--- src/rtl/adam_periph_uart_rx_ovs_if.sv ---
// Stream and pause handshake bundles for the oversampling UART receiver.
// Stream carries zero-extended characters; pause is a request/acknowledge pair.
interface adam_periph_uart_rx_ovs_if #(
    parameter int DATA_WIDTH = 32
);
    logic [DATA_WIDTH-1:0] data;
    logic                  valid;
    logic                  ready;

    modport master (output data, output valid, input ready);
    modport slave  (input data, input valid, output ready);
endinterface

interface adam_periph_uart_rx_ovs_pause_if;
    logic req;
    logic ack;

    modport master (output req, input ack);
    modport slave  (input req, output ack);
endinterface

--- src/rtl/adam_periph_uart_rx_ovs.sv ---
// UART receiver: majority-of-3 bit sampling, parity/frame/break/overrun detection, receive FIFO.
// Latency: push one cycle after last stop sample, mst.valid one cycle later; mst.ready stalls FIFO, overrun drops new chars.
module adam_periph_uart_rx_ovs #(
    parameter int DATA_WIDTH = 32,
    parameter int FIFO_DEPTH = 8
) (
    input  logic                          seq_clk,
    input  logic                          seq_rst,
    adam_periph_uart_rx_ovs_pause_if.slave pause,
    input  logic                          parity_select,
    input  logic                          parity_control,
    input  logic [3:0]                    data_length,
    input  logic [1:0]                    stop_bits,
    input  logic [DATA_WIDTH-1:0]         baud_rate,
    adam_periph_uart_rx_ovs_if.master     mst,
    input  logic                          rx,
    output logic                          err_parity,
    output logic                          err_frame,
    output logic                          err_overrun,
    output logic                          err_break,
    input  logic                          err_clear,
    output logic [$clog2(FIFO_DEPTH):0]   fifo_level
);
    localparam int AW = $clog2(FIFO_DEPTH);

    typedef enum logic [2:0] {IDLE, START, DATA, PARITY, STOP, BREAK} state_e;
    state_e state_q, state_d;

    logic sync1_q, sync1_d, sync2_q, sync2_d;
    logic hist1_q, hist1_d, hist2_q, hist2_d;
    logic rx_s, maj, eval, start_ok, last_data, last_stop, brk_cond, par_exp;

    logic [DATA_WIDTH-1:0] cnt_q, cnt_d, baud_q, baud_d;
    logic [3:0]            len_q, len_d, idx_q, idx_d;
    logic [1:0]            stops_q, stops_d;
    logic                  par_en_q, par_en_d, par_sel_q, par_sel_d;
    logic [8:0]            shr_q, shr_d, push_dat_q, push_dat_d;
    logic                  stop_zero_q, stop_zero_d, stop_one_q, stop_one_d;
    logic                  push_q, push_d;
    logic                  set_par, set_frm, set_brk, set_ovr;
    logic                  err_par_q, err_par_d, err_frm_q, err_frm_d;
    logic                  err_ovr_q, err_ovr_d, err_brk_q, err_brk_d;
    logic                  ack_q, ack_d;

    logic [8:0]    mem_q [FIFO_DEPTH];
    logic [AW-1:0] wr_q, wr_d, rd_q, rd_d;
    logic [AW:0]   lvl_q, lvl_d;
    logic          full, pop, wr_en, out_vld;

    // hist1/hist2 hold the two previous synchronized samples, so at a bit's
    // mid+1 cycle the vote covers mid-1, mid and mid+1.
    assign rx_s      = sync2_q;
    assign maj       = (hist2_q & hist1_q) | (hist2_q & rx_s) | (hist1_q & rx_s);
    assign eval      = (cnt_q == '0);
    assign start_ok  = (state_q == IDLE) && hist1_q && !rx_s
                       && (baud_rate >= DATA_WIDTH'(4)) && !ack_q;
    assign last_data = (idx_q == len_q - 4'd1);
    assign last_stop = (stops_q == 2'd0);
    assign brk_cond  = (shr_q == 9'd0) && !stop_one_q && !maj;
    assign par_exp   = (^shr_q) ^ par_sel_q;

    always_comb begin
        sync1_d = rx;
        sync2_d = sync1_q;
        hist1_d = sync2_q;
        hist2_d = hist1_q;
    end

    always_ff @(posedge seq_clk) begin
        if (seq_rst) state_q <= IDLE;
        else         state_q <= state_d;
    end

    always_comb begin
        state_d = state_q;
        unique case (state_q)
            IDLE:    if (start_ok) state_d = START;
            START:   if (eval) state_d = maj ? IDLE : DATA;
            DATA:    if (eval && last_data) state_d = par_en_q ? PARITY : STOP;
            PARITY:  if (eval) state_d = STOP;
            STOP:    if (eval && last_stop) state_d = brk_cond ? BREAK : IDLE;
            BREAK:   if (rx_s) state_d = IDLE;
            default: state_d = IDLE;
        endcase
    end

    always_comb begin
        cnt_d       = cnt_q;
        baud_d      = baud_q;
        len_d       = len_q;
        idx_d       = idx_q;
        stops_d     = stops_q;
        par_en_d    = par_en_q;
        par_sel_d   = par_sel_q;
        shr_d       = shr_q;
        push_dat_d  = push_dat_q;
        stop_zero_d = stop_zero_q;
        stop_one_d  = stop_one_q;
        push_d      = 1'b0;
        set_par     = 1'b0;
        set_frm     = 1'b0;
        set_brk     = 1'b0;
        if (state_q inside {START, DATA, PARITY, STOP})
            cnt_d = eval ? baud_q - DATA_WIDTH'(1) : cnt_q - DATA_WIDTH'(1);
        unique case (state_q)
            IDLE: begin
                if (start_ok) begin
                    // Frame format is frozen here; the first vote lands half a bit later.
                    cnt_d       = baud_rate >> 1;
                    baud_d      = baud_rate;
                    len_d       = (data_length < 4'd5) ? 4'd5 :
                                  (data_length > 4'd9) ? 4'd9 : data_length;
                    stops_d     = stop_bits;
                    par_en_d    = parity_control;
                    par_sel_d   = parity_select;
                    shr_d       = '0;
                    idx_d       = '0;
                    stop_zero_d = 1'b0;
                    stop_one_d  = 1'b0;
                end
            end
            DATA: begin
                if (eval) begin
                    for (int i = 0; i < 9; i++)
                        if (idx_q == i[3:0]) shr_d[i] = maj;
                    idx_d = idx_q + 4'd1;
                end
            end
            PARITY: begin
                if (eval && (maj != par_exp)) set_par = 1'b1;
            end
            STOP: begin
                if (eval) begin
                    if (maj) stop_one_d  = 1'b1;
                    else     stop_zero_d = 1'b1;
                    if (!last_stop) begin
                        stops_d = stops_q - 2'd1;
                    end else if (!stop_zero_q && maj) begin
                        push_d     = 1'b1;
                        push_dat_d = shr_q;
                    end else if (brk_cond) begin
                        set_brk = 1'b1;
                    end else begin
                        set_frm = 1'b1;
                    end
                end
            end
            default: ;
        endcase
    end

    // A start edge seen in the same cycle as the request wins; ack waits for that frame.
    assign ack_d = pause.req && (ack_q || ((state_q == IDLE) && !start_ok));

    always_comb begin
        full    = (lvl_q == (AW+1)'(FIFO_DEPTH));
        out_vld = (lvl_q != '0) && !ack_q;
        pop     = out_vld && mst.ready;
        wr_en   = push_q && (!full || pop);
        set_ovr = push_q && full && !pop;
        wr_d    = wr_en ? wr_q + AW'(1) : wr_q;
        rd_d    = pop ? rd_q + AW'(1) : rd_q;
        lvl_d   = lvl_q + (AW+1)'(wr_en) - (AW+1)'(pop);
    end

    always_comb begin
        err_par_d = (err_par_q & ~err_clear) | set_par;
        err_frm_d = (err_frm_q & ~err_clear) | set_frm;
        err_ovr_d = (err_ovr_q & ~err_clear) | set_ovr;
        err_brk_d = (err_brk_q & ~err_clear) | set_brk;
    end

    always_ff @(posedge seq_clk) begin
        if (seq_rst) begin
            sync1_q     <= 1'b1;
            sync2_q     <= 1'b1;
            hist1_q     <= 1'b1;
            hist2_q     <= 1'b1;
            cnt_q       <= '0;
            baud_q      <= '0;
            len_q       <= 4'd8;
            idx_q       <= '0;
            stops_q     <= '0;
            par_en_q    <= 1'b0;
            par_sel_q   <= 1'b0;
            shr_q       <= '0;
            push_dat_q  <= '0;
            stop_zero_q <= 1'b0;
            stop_one_q  <= 1'b0;
            push_q      <= 1'b0;
            err_par_q   <= 1'b0;
            err_frm_q   <= 1'b0;
            err_ovr_q   <= 1'b0;
            err_brk_q   <= 1'b0;
            ack_q       <= 1'b0;
            wr_q        <= '0;
            rd_q        <= '0;
            lvl_q       <= '0;
        end else begin
            sync1_q     <= sync1_d;
            sync2_q     <= sync2_d;
            hist1_q     <= hist1_d;
            hist2_q     <= hist2_d;
            cnt_q       <= cnt_d;
            baud_q      <= baud_d;
            len_q       <= len_d;
            idx_q       <= idx_d;
            stops_q     <= stops_d;
            par_en_q    <= par_en_d;
            par_sel_q   <= par_sel_d;
            shr_q       <= shr_d;
            push_dat_q  <= push_dat_d;
            stop_zero_q <= stop_zero_d;
            stop_one_q  <= stop_one_d;
            push_q      <= push_d;
            err_par_q   <= err_par_d;
            err_frm_q   <= err_frm_d;
            err_ovr_q   <= err_ovr_d;
            err_brk_q   <= err_brk_d;
            ack_q       <= ack_d;
            wr_q        <= wr_d;
            rd_q        <= rd_d;
            lvl_q       <= lvl_d;
        end
    end

    always_ff @(posedge seq_clk) begin
        if (wr_en) mem_q[wr_q] <= push_dat_q;
    end

    assign mst.valid   = out_vld && !seq_rst;
    assign mst.data    = (out_vld && !seq_rst) ? {{(DATA_WIDTH-9){1'b0}}, mem_q[rd_q]} : '0;
    assign pause.ack   = ack_q && !seq_rst;
    assign fifo_level  = seq_rst ? '0 : lvl_q;
    assign err_parity  = err_par_q;
    assign err_frame   = err_frm_q;
    assign err_overrun = err_ovr_q;
    assign err_break   = err_brk_q;
endmodule

--- src/flat_wrapper.sv ---
// flat-port wrapper written by rule: the top's interface ports become plain ports
module adam_periph_uart_rx_ovs_flat 
#(
    parameter int DATA_WIDTH = 32,
    parameter int FIFO_DEPTH = 8
)
  (seq_clk, seq_rst, parity_select, parity_control, data_length, stop_bits, baud_rate, rx, err_parity, err_frame, err_overrun, err_break, err_clear, fifo_level, pause_req, pause_ack, mst_data, mst_valid, mst_ready);
  adam_periph_uart_rx_ovs_pause_if pause_i ();
  adam_periph_uart_rx_ovs_if #(.DATA_WIDTH(DATA_WIDTH)) mst_i ();
  input  logic seq_clk;
  input  logic seq_rst;
  input  logic parity_select;
  input  logic parity_control;
  input  logic [3:0] data_length;
  input  logic [1:0] stop_bits;
  input  logic [DATA_WIDTH-1:0] baud_rate;
  input  logic rx;
  output logic err_parity;
  output logic err_frame;
  output logic err_overrun;
  output logic err_break;
  input  logic err_clear;
  output logic [$clog2(FIFO_DEPTH):0] fifo_level;
  input wire logic [$bits(pause_i.req)-1:0] pause_req;
  output wire logic [$bits(pause_i.ack)-1:0] pause_ack;
  output wire logic [$bits(mst_i.data)-1:0] mst_data;
  output wire logic [$bits(mst_i.valid)-1:0] mst_valid;
  input wire logic [$bits(mst_i.ready)-1:0] mst_ready;
  assign pause_i.req = pause_req;
  assign pause_ack = pause_i.ack;
  assign mst_data = mst_i.data;
  assign mst_valid = mst_i.valid;
  assign mst_i.ready = mst_ready;
  adam_periph_uart_rx_ovs #(.DATA_WIDTH(DATA_WIDTH), .FIFO_DEPTH(FIFO_DEPTH)) u_core (.seq_clk(seq_clk), .seq_rst(seq_rst), .pause(pause_i), .parity_select(parity_select), .parity_control(parity_control), .data_length(data_length), .stop_bits(stop_bits), .baud_rate(baud_rate), .mst(mst_i), .rx(rx), .err_parity(err_parity), .err_frame(err_frame), .err_overrun(err_overrun), .err_break(err_break), .err_clear(err_clear), .fifo_level(fifo_level));
endmodule
--- config.mk ---
export PLATFORM = sky130hd
export DESIGN_NAME = adam_periph_uart_rx_ovs_flat
export DESIGN_NICKNAME = d
export VERILOG_FILES = /design/src/rtl/adam_periph_uart_rx_ovs_if.sv /design/src/rtl/adam_periph_uart_rx_ovs.sv /design/src/flat_wrapper.sv
export SDC_FILE = /design/constraint.sdc
export NUM_CORES = 1
export LEC_CHECK = 0
export BUFFER_PORTS_ARGS = -buffer_cell sky130_fd_sc_hd__buf_2
export CAP_MARGIN = 40
export CORE_MARGIN = 3
export CORE_UTILIZATION = 30
export CTS_CLUSTER_DIAMETER = 60
export DETAILED_ROUTE_END_ITERATION = 12
export SYNTH_ARGS = -nofsm -noshare
export SYNTH_HDL_FRONTEND = slang
export SYNTH_SLANG_ARGS = --single-unit
--- constraint.sdc ---
create_clock -name seq_clk -period 4.5 [get_ports seq_clk]
set_input_delay 0.45 -clock seq_clk [delete_from_list [all_inputs] [get_ports seq_clk]]
set_output_delay 0.45 -clock seq_clk [all_outputs]
set_load 0.05 [all_outputs]
==> reports/metrics.cfg, run 1 <==
[grt]
grt_pass1_wl_um = 40400
gr-total-overflow = 0
grt_max_degree = 65
antenna_found_initial = 0
grt_usage_pct = 14.6
grt_pass1_vias = 7468

[critical_path]
endpoint = u_core.cnt_q[20]$_SDFF_PP0_
cp_num_buf_inv = 1
slowest_delay_ns = 0.49
slowest_stage = dfxtp_1
startpoint = u_core.cnt_q[19]$_SDFF_PP0_
critical_path_arrival_ns = 4.37
r2r_start = u_core.cnt_q[19]$_SDFF_PP0_
required_ns = 4.81
ff2ff_setup_slack_ns = 0.44
crit_family = simple AND/OR/NAND/NOR gates
cp_cell_sequence = nor3_1, nand4_2, nor3_2, a21oi_1, ha_1, or3b_2, or3_1, nor4_1, mux2i_1, buf_4, or4_1, o211ai_1, a31oi_1
cp-start-kind = register
reg2regPathDepth = 13
crit_fanout = 11
cp.depth = 13
critPathKind = register to register
critPathCaptureType = register
r2r-end = u_core.cnt_q[20]$_SDFF_PP0_

[pwr]
p_seq_share_pct = 33.1
ir_drop_uv = 314
leakagePower_nw = 3.99
power_frac_clock_pct = 24.2
p_comb_share_pct = 42.8
finalPower_mw = 6.32
swShare_pct = 42.8
power_density_nw_per_um2 = 569
intPower_mw = 3.62
switching_power_mw = 2.71

[synth]
ys.flop_type = dfxtp_1
netlist_area_um2 = 9750
synth-seq-cells = 194
synth_top_area_cell = dfxtp_1
synth_cells = 1025
ys_warn_count = 0
async_flop_share_pct = 0
synth_area_per_cell_um2 = 9.51
synth_area_leaders = dfxtp_1, edfxtp_1, a21oi_1, nand2_1, mux4_2
yosysSeqAreaShare_pct = 47.2
synth_top_area_share_pct = 25.1
synth-edff-count = 72
netlist-cell-type-count = 73

[timing]
drv_slew = 0
skew_ns = 0.0141
slew_headroom_pct = 44.0
rsz0062_at_grt = false
post-route-period-util_pct = 90.2
clock.fmax_ghz = 0.246
totalNegativeSetupSlack_ns = 0
min_period_ns = 4.06
finalSetupViolCount = 0
tightest_slew_ns = 0.818
hold_viol = 0

[outcome]
outcome = finished clean

[floorplan]
start_util_pct = 30.7
rows = 65
die_w_um = 186
die_area_um2 = 34700
io_pins = 88
coreArea_um2 = 31800
fp.dieH_um = 186

[cts]
post_cts_buffers = 0
path_clk_slew_ns = 0.08
cts_sinks = 194
cts_hold_buf = 0
clock_path_buffers = 2
root_buffer = clkbuf_16
worstSkewPairLatency_ns = 0.45
ctsHtreeMaxLevel = 4
cts_resized = 0
cts_inserted_buffers = 17
cts_tree = built

[place]
post_dp_cell_area_um2 = 10500
gp_congestion = 0.900
io_buffers = 64
hpwl_um = 17800

[final_layout]
final_common_cell = dfxtp_1
final_util_pct = 34.9
fin_area_um2 = 11100
mostFrequentLayoutCells = dfxtp_1, nand2_1, nor2_1
drive_gt1_share_pct = 14.8
fin_nets = 1140
multi_input_area_um2 = 4740
syn2layout_area_growth_pct = 14.0
fill_cells = 3212
antenna_cells = 0
regArea_um2 = 4600

[detailed_routing]
ant_nets = 0
wirelength_um = 25000
vias_per_cell = 5.17
num_vias = 7869
drtIter0Drc = 565
wl_per_cell_um = 16.5
drc = 0
dr.pass1.iters = 5

[min_path]
min_from = rx
hold_path_class = primary input to register
holdPathStages = 2

[run]
drv_cap = 0

## final cells by class
type	count	share of cell area, %
clock buffer	17	3.83
multi-input combinational	742	42.7
sequential	194	41.4
tap	435	4.90
inverter	34	1.15
clock inverter	15	1.58
timing repair buffer	85	4.44
## layer usage
| layer | vias up | GRT usage, % | part of all wire (%) |
|---|---|---|---|
| li1 | 3836 | - | - |
| met1 | 3775 | 20.6 | 46 |
| met2 | 227 | 22.9 | 46 |
| met3 | 31 | 3.05 | 5.8 |
| met4 | 0 | 3.96 | 1.4 |
| met5 | - | 0 | 0 |
## kinds of logic (layout without fill, tap and decap cells)
kind of cell	Yosys count	after routing	synth area share [%]
compound gates	240	240	16.5
xor+xnor	24	24	2.16
fa+ha+maj	20	20	2.64
buf+inv	111	151	5.24
flops	194	194	47.2
mux	40	40	6.42
other cells	1	23	0.0385
simple gates	395	395	19.8
## power by group through the flow
| stage | clock, mW | combinational (mW) | sequential, mW |
|---|---|---|---|
| 2_1_floorplan | 0 | 2.04 | 2.07 |
| 3_3_place_gp | 0 | 2.65 | 2.12 |
| 3_5_place_dp | 0 | 2.66 | 2.13 |
| 4_1_cts | 1.56 | 2.68 | 2.09 |
| 5_1_grt | 1.64 | 2.96 | 2.11 |
| 6_report | 1.53 | 2.71 | 2.09 |
## metrics by stage
stage,hold slack [ns],std cells,worst slack (ns)
2_1_floorplan,0.389,1047,0.740
3_3_place_gp,0.400,1489,0.708
3_5_place_dp,0.398,1490,0.567
4_1_cts,0.197,1522,0.519
5_1_grt,0.199,1522,0.224
6_report,0.214,1522,0.442
## cells in the mapped netlist (all sizes together), types with 3 or more instances
cell type	instances
dfxtp	122
nand2	115
nor2	107
a21oi	95
edfxtp	72
clkbuf	40
buf	37
inv	34
nor3	32
nand3	30
o21ai	29
mux2i	22
nor4	21
ha	19
mux4	18
or3	18
a31oi	15
nand4	15
xnor2	13
xor2	11
a2111oi	10
a21o	10
or4	10
nand2b	9
a211oi	8
o31ai	8
or2	8
and3	6
a21boi	5
and2	5
nor2b	5
nor3b	5
o221ai	5
a22o	4
a22oi	4
a32o	4
o211ai	4
o21a	4
a311oi	3
o211a	3
o22ai	3
o311a	3
o311ai	3
o31a	3
o41ai	3
## worst min-delay path by stage
stage                                end  slack, ns
6_report       u_core.sync1_q$_SDFF_PP1_       0.21
3_3_place_gp   u_core.hist1_d$_SDFF_PP1_       0.40
5_1_grt        u_core.sync1_q$_SDFF_PP1_       0.20
4_1_cts        u_core.sync1_q$_SDFF_PP1_       0.20
2_1_floorplan  u_core.hist1_d$_SDFF_PP1_       0.39
3_5_place_dp   u_core.hist1_d$_SDFF_PP1_       0.40
## registers in the layout (all words and copies together) (netlist names), 2 cells and up, named ones only
signal / flops
u_core.stops_q: 2
u_core.state_q: 3
u_core.rd_q: 3
u_core.cnt_q: 32
u_core.lvl_q: 4
u_core.mem_q: 72
u_core.push_dat_q: 9
u_core.shr_q: 9
u_core.baud_q: 32
u_core.idx_q: 4
u_core.len_q: 4
u_core.wr_q: 3
Note: power is estimated with default switching activity, not from simulation.
==> run 2, diff against run 1 <==
--- a/config.mk
+++ b/config.mk
@@ -11,6 +11,7 @@
 export CORE_UTILIZATION = 30
 export CTS_CLUSTER_DIAMETER = 60
 export DETAILED_ROUTE_END_ITERATION = 12
+export PLACE_DENSITY = 0.54
 export SYNTH_ARGS = -nofsm -noshare
 export SYNTH_HDL_FRONTEND = slang
 export SYNTH_SLANG_ARGS = --single-unit
==> reports/metrics.cfg, run 2 (synthesis results as in run 1) <==
[min_path]
hold_path_class = primary input to register
holdPathStages = 2
min_from = rx
holdPathEnd = u_core.sync1_q$_SDFF_PP1_

[critical_path]
critPathKind = register to register
required_ns = 4.80
critical_path_arrival_ns = 4.26
r2r-end = u_core.cnt_q[20]$_SDFF_PP0_
slowest_stage = or4_1
reg2regPathDepth = 14
critPathMostFrequentCell = buf_4
critPathCaptureType = register
crit_fanout = 18
slowest_delay_ns = 0.48
cp-start-kind = register
r2r_start = u_core.cnt_q[9]$_SDFF_PP0_
ff2ff_setup_slack_ns = 0.54
cp_cell_sequence = nor3_1, buf_4, nand3_1, nor3_2, a21oi_1, ha_1, or3b_2, or3_1, nor4_1, mux2i_1, buf_4, or4_1, o211ai_1, a31oi_1
cp_num_buf_inv = 2
crit_family = simple AND/OR/NAND/NOR gates

[place]
io_buffers = 64
gp_congestion = 0.886
preCtsSetupSlack_ns = 0.645
hpwl_um = 18200

[floorplan]
fp.dieH_um = 186
coreArea_um2 = 31800
die_area_um2 = 34700
io_pins = 88
die_w_um = 186
start_util_pct = 30.7
rows = 65

[grt]
grt_use_met2_pct = 24.6
grt_max_degree = 65
grt_use_met3_pct = 3.17
antenna_found_initial = 1
grt_usage_pct = 15.3
grt_pass1_vias = 7493
busiest_layer = met2
gr-total-overflow = 0
grt_pass1_wl_um = 41400
grt_util_met1_pct = 20.9

[detailed_routing]
ant_nets = 0
wirelength_um = 26200
wl_per_cell_um = 17.2
dr.pass1.iters = 5
num_vias = 7869
drc = 0
drtIter0Drc = 635
vias_per_cell = 5.16

[timing]
skew_ns = 0.0118
post-route-period-util_pct = 87.9
hold_viol = 0
min_period_ns = 3.96
rsz0062_at_grt = false
drv_slew = 0
tightest_slew_ns = 0.798
totalNegativeSetupSlack_ns = 0
clock.fmax_ghz = 0.253
slew_headroom_pct = 46.3
setup_slack_ns = 0.543
holdWs_ns = 0.188
finalSetupViolCount = 0

[cts]
cts_resized = 0
clock_path_buffers = 2
cts_hold_buf = 0
cts_inserted_buffers = 17
cts_sinks = 194
worstSkewPairLatency_ns = 0.44
cts_tree = built
path_clk_slew_ns = 0.08
ctsHtreeMaxLevel = 4
post_cts_buffers = 0
root_buffer = clkbuf_16

[run]
drv_cap = 0

[final_layout]
top_regs = u_core.mem_q x72, u_core.baud_q x32, u_core.cnt_q x32
syn2layout_area_growth_pct = 14.6
drive_gt1_share_pct = 15.3
fin_nets = 1143
final_common_cell = dfxtp_1
top_register = u_core.mem_q
mostFrequentLayoutCells = dfxtp_1, nand2_1, nor2_1
antenna_cells = 0
fill_cells = 3227
largest_reg_flops = 72

[pwr]
ir_drop_uv = 308
leakagePower_nw = 4.02
power_density_nw_per_um2 = 570
finalPower_mw = 6.37

[outcome]
outcome = finished clean

run 2: cell count changes in the layout (fill, tap and decap cells not counted), sizes merged:
cell	before	now
buf	85	88
clkinv	9	3
inv	40	46
run 2: stage by stage:
| step | instance area (um^2) | util [%] | cells |
|---|---|---|---|
| finish | 11200 | 35.1 | 1525 |
| global route | 11200 | 35.1 | 1525 |
| CTS | 11200 | 35.1 | 1525 |
| detailed placement | 10600 | 33.2 | 1493 |
| global placement | 10500 | 33.1 | 1490 |
| floorplan | 9830 | - | 1047 |
run 2: worst reg2reg max path, stage by stage, from the launching register on:
cell,delay (ns)
dfxtp_1,0.41
nor3_1,0.08
buf_4,0.17
nand3_1,0.21
nor3_2,0.11
a21oi_1,0.26
ha_1,0.24
or3b_2,0.47
or3_1,0.41
nor4_1,0.32
mux2i_1,0.12
buf_4,0.23
or4_1,0.49
o211ai_1,0.21
a31oi_1,0.10
run 2: how the worst max path moves through the flow:
stage                                      from                          end  slack, ns  cells after the start
floorplan           u_core.cnt_q[19]$_SDFF_PP0_  u_core.cnt_q[20]$_SDFF_PP0_       0.74                     15
global placement     u_core.cnt_q[8]$_SDFF_PP0_  u_core.cnt_q[20]$_SDFF_PP0_       0.77                     14
detailed placement   u_core.cnt_q[8]$_SDFF_PP0_  u_core.cnt_q[20]$_SDFF_PP0_       0.64                     14
CTS                  u_core.cnt_q[9]$_SDFF_PP0_  u_core.cnt_q[20]$_SDFF_PP0_       0.63                     14
global route         u_core.cnt_q[9]$_SDFF_PP0_  u_core.cnt_q[20]$_SDFF_PP0_       0.31                     14
finish               u_core.cnt_q[9]$_SDFF_PP0_  u_core.cnt_q[20]$_SDFF_PP0_       0.54                     14
run 2: power breakdown:
| group | internal [mW] | switching (mW) |
|---|---|---|
| sequential | 1.93 | 0.155 |
| combinational | 0.937 | 1.76 |
| clock | 0.767 | 0.817 |
run 2: cell type report:
cell class	instances	area (um^2)	area share [%]
clock buffers	17	425	3.81
clock inverters	15	184	1.65
inverters	34	128	1.14
multi-input cells	742	4760	42.6
flip-flops and latches	194	4600	41.2
well taps	435	544	4.87
repair buffers	88	523	4.68
run 2: layer usage:
layer  wire (um)  share of wire, %  vias up
met5           9             0.034        -
met3        1420               5.4       27
met1       12100                46     3768
li1            -                 -     3843
met2       12400                47      229
met4         385               1.5        2
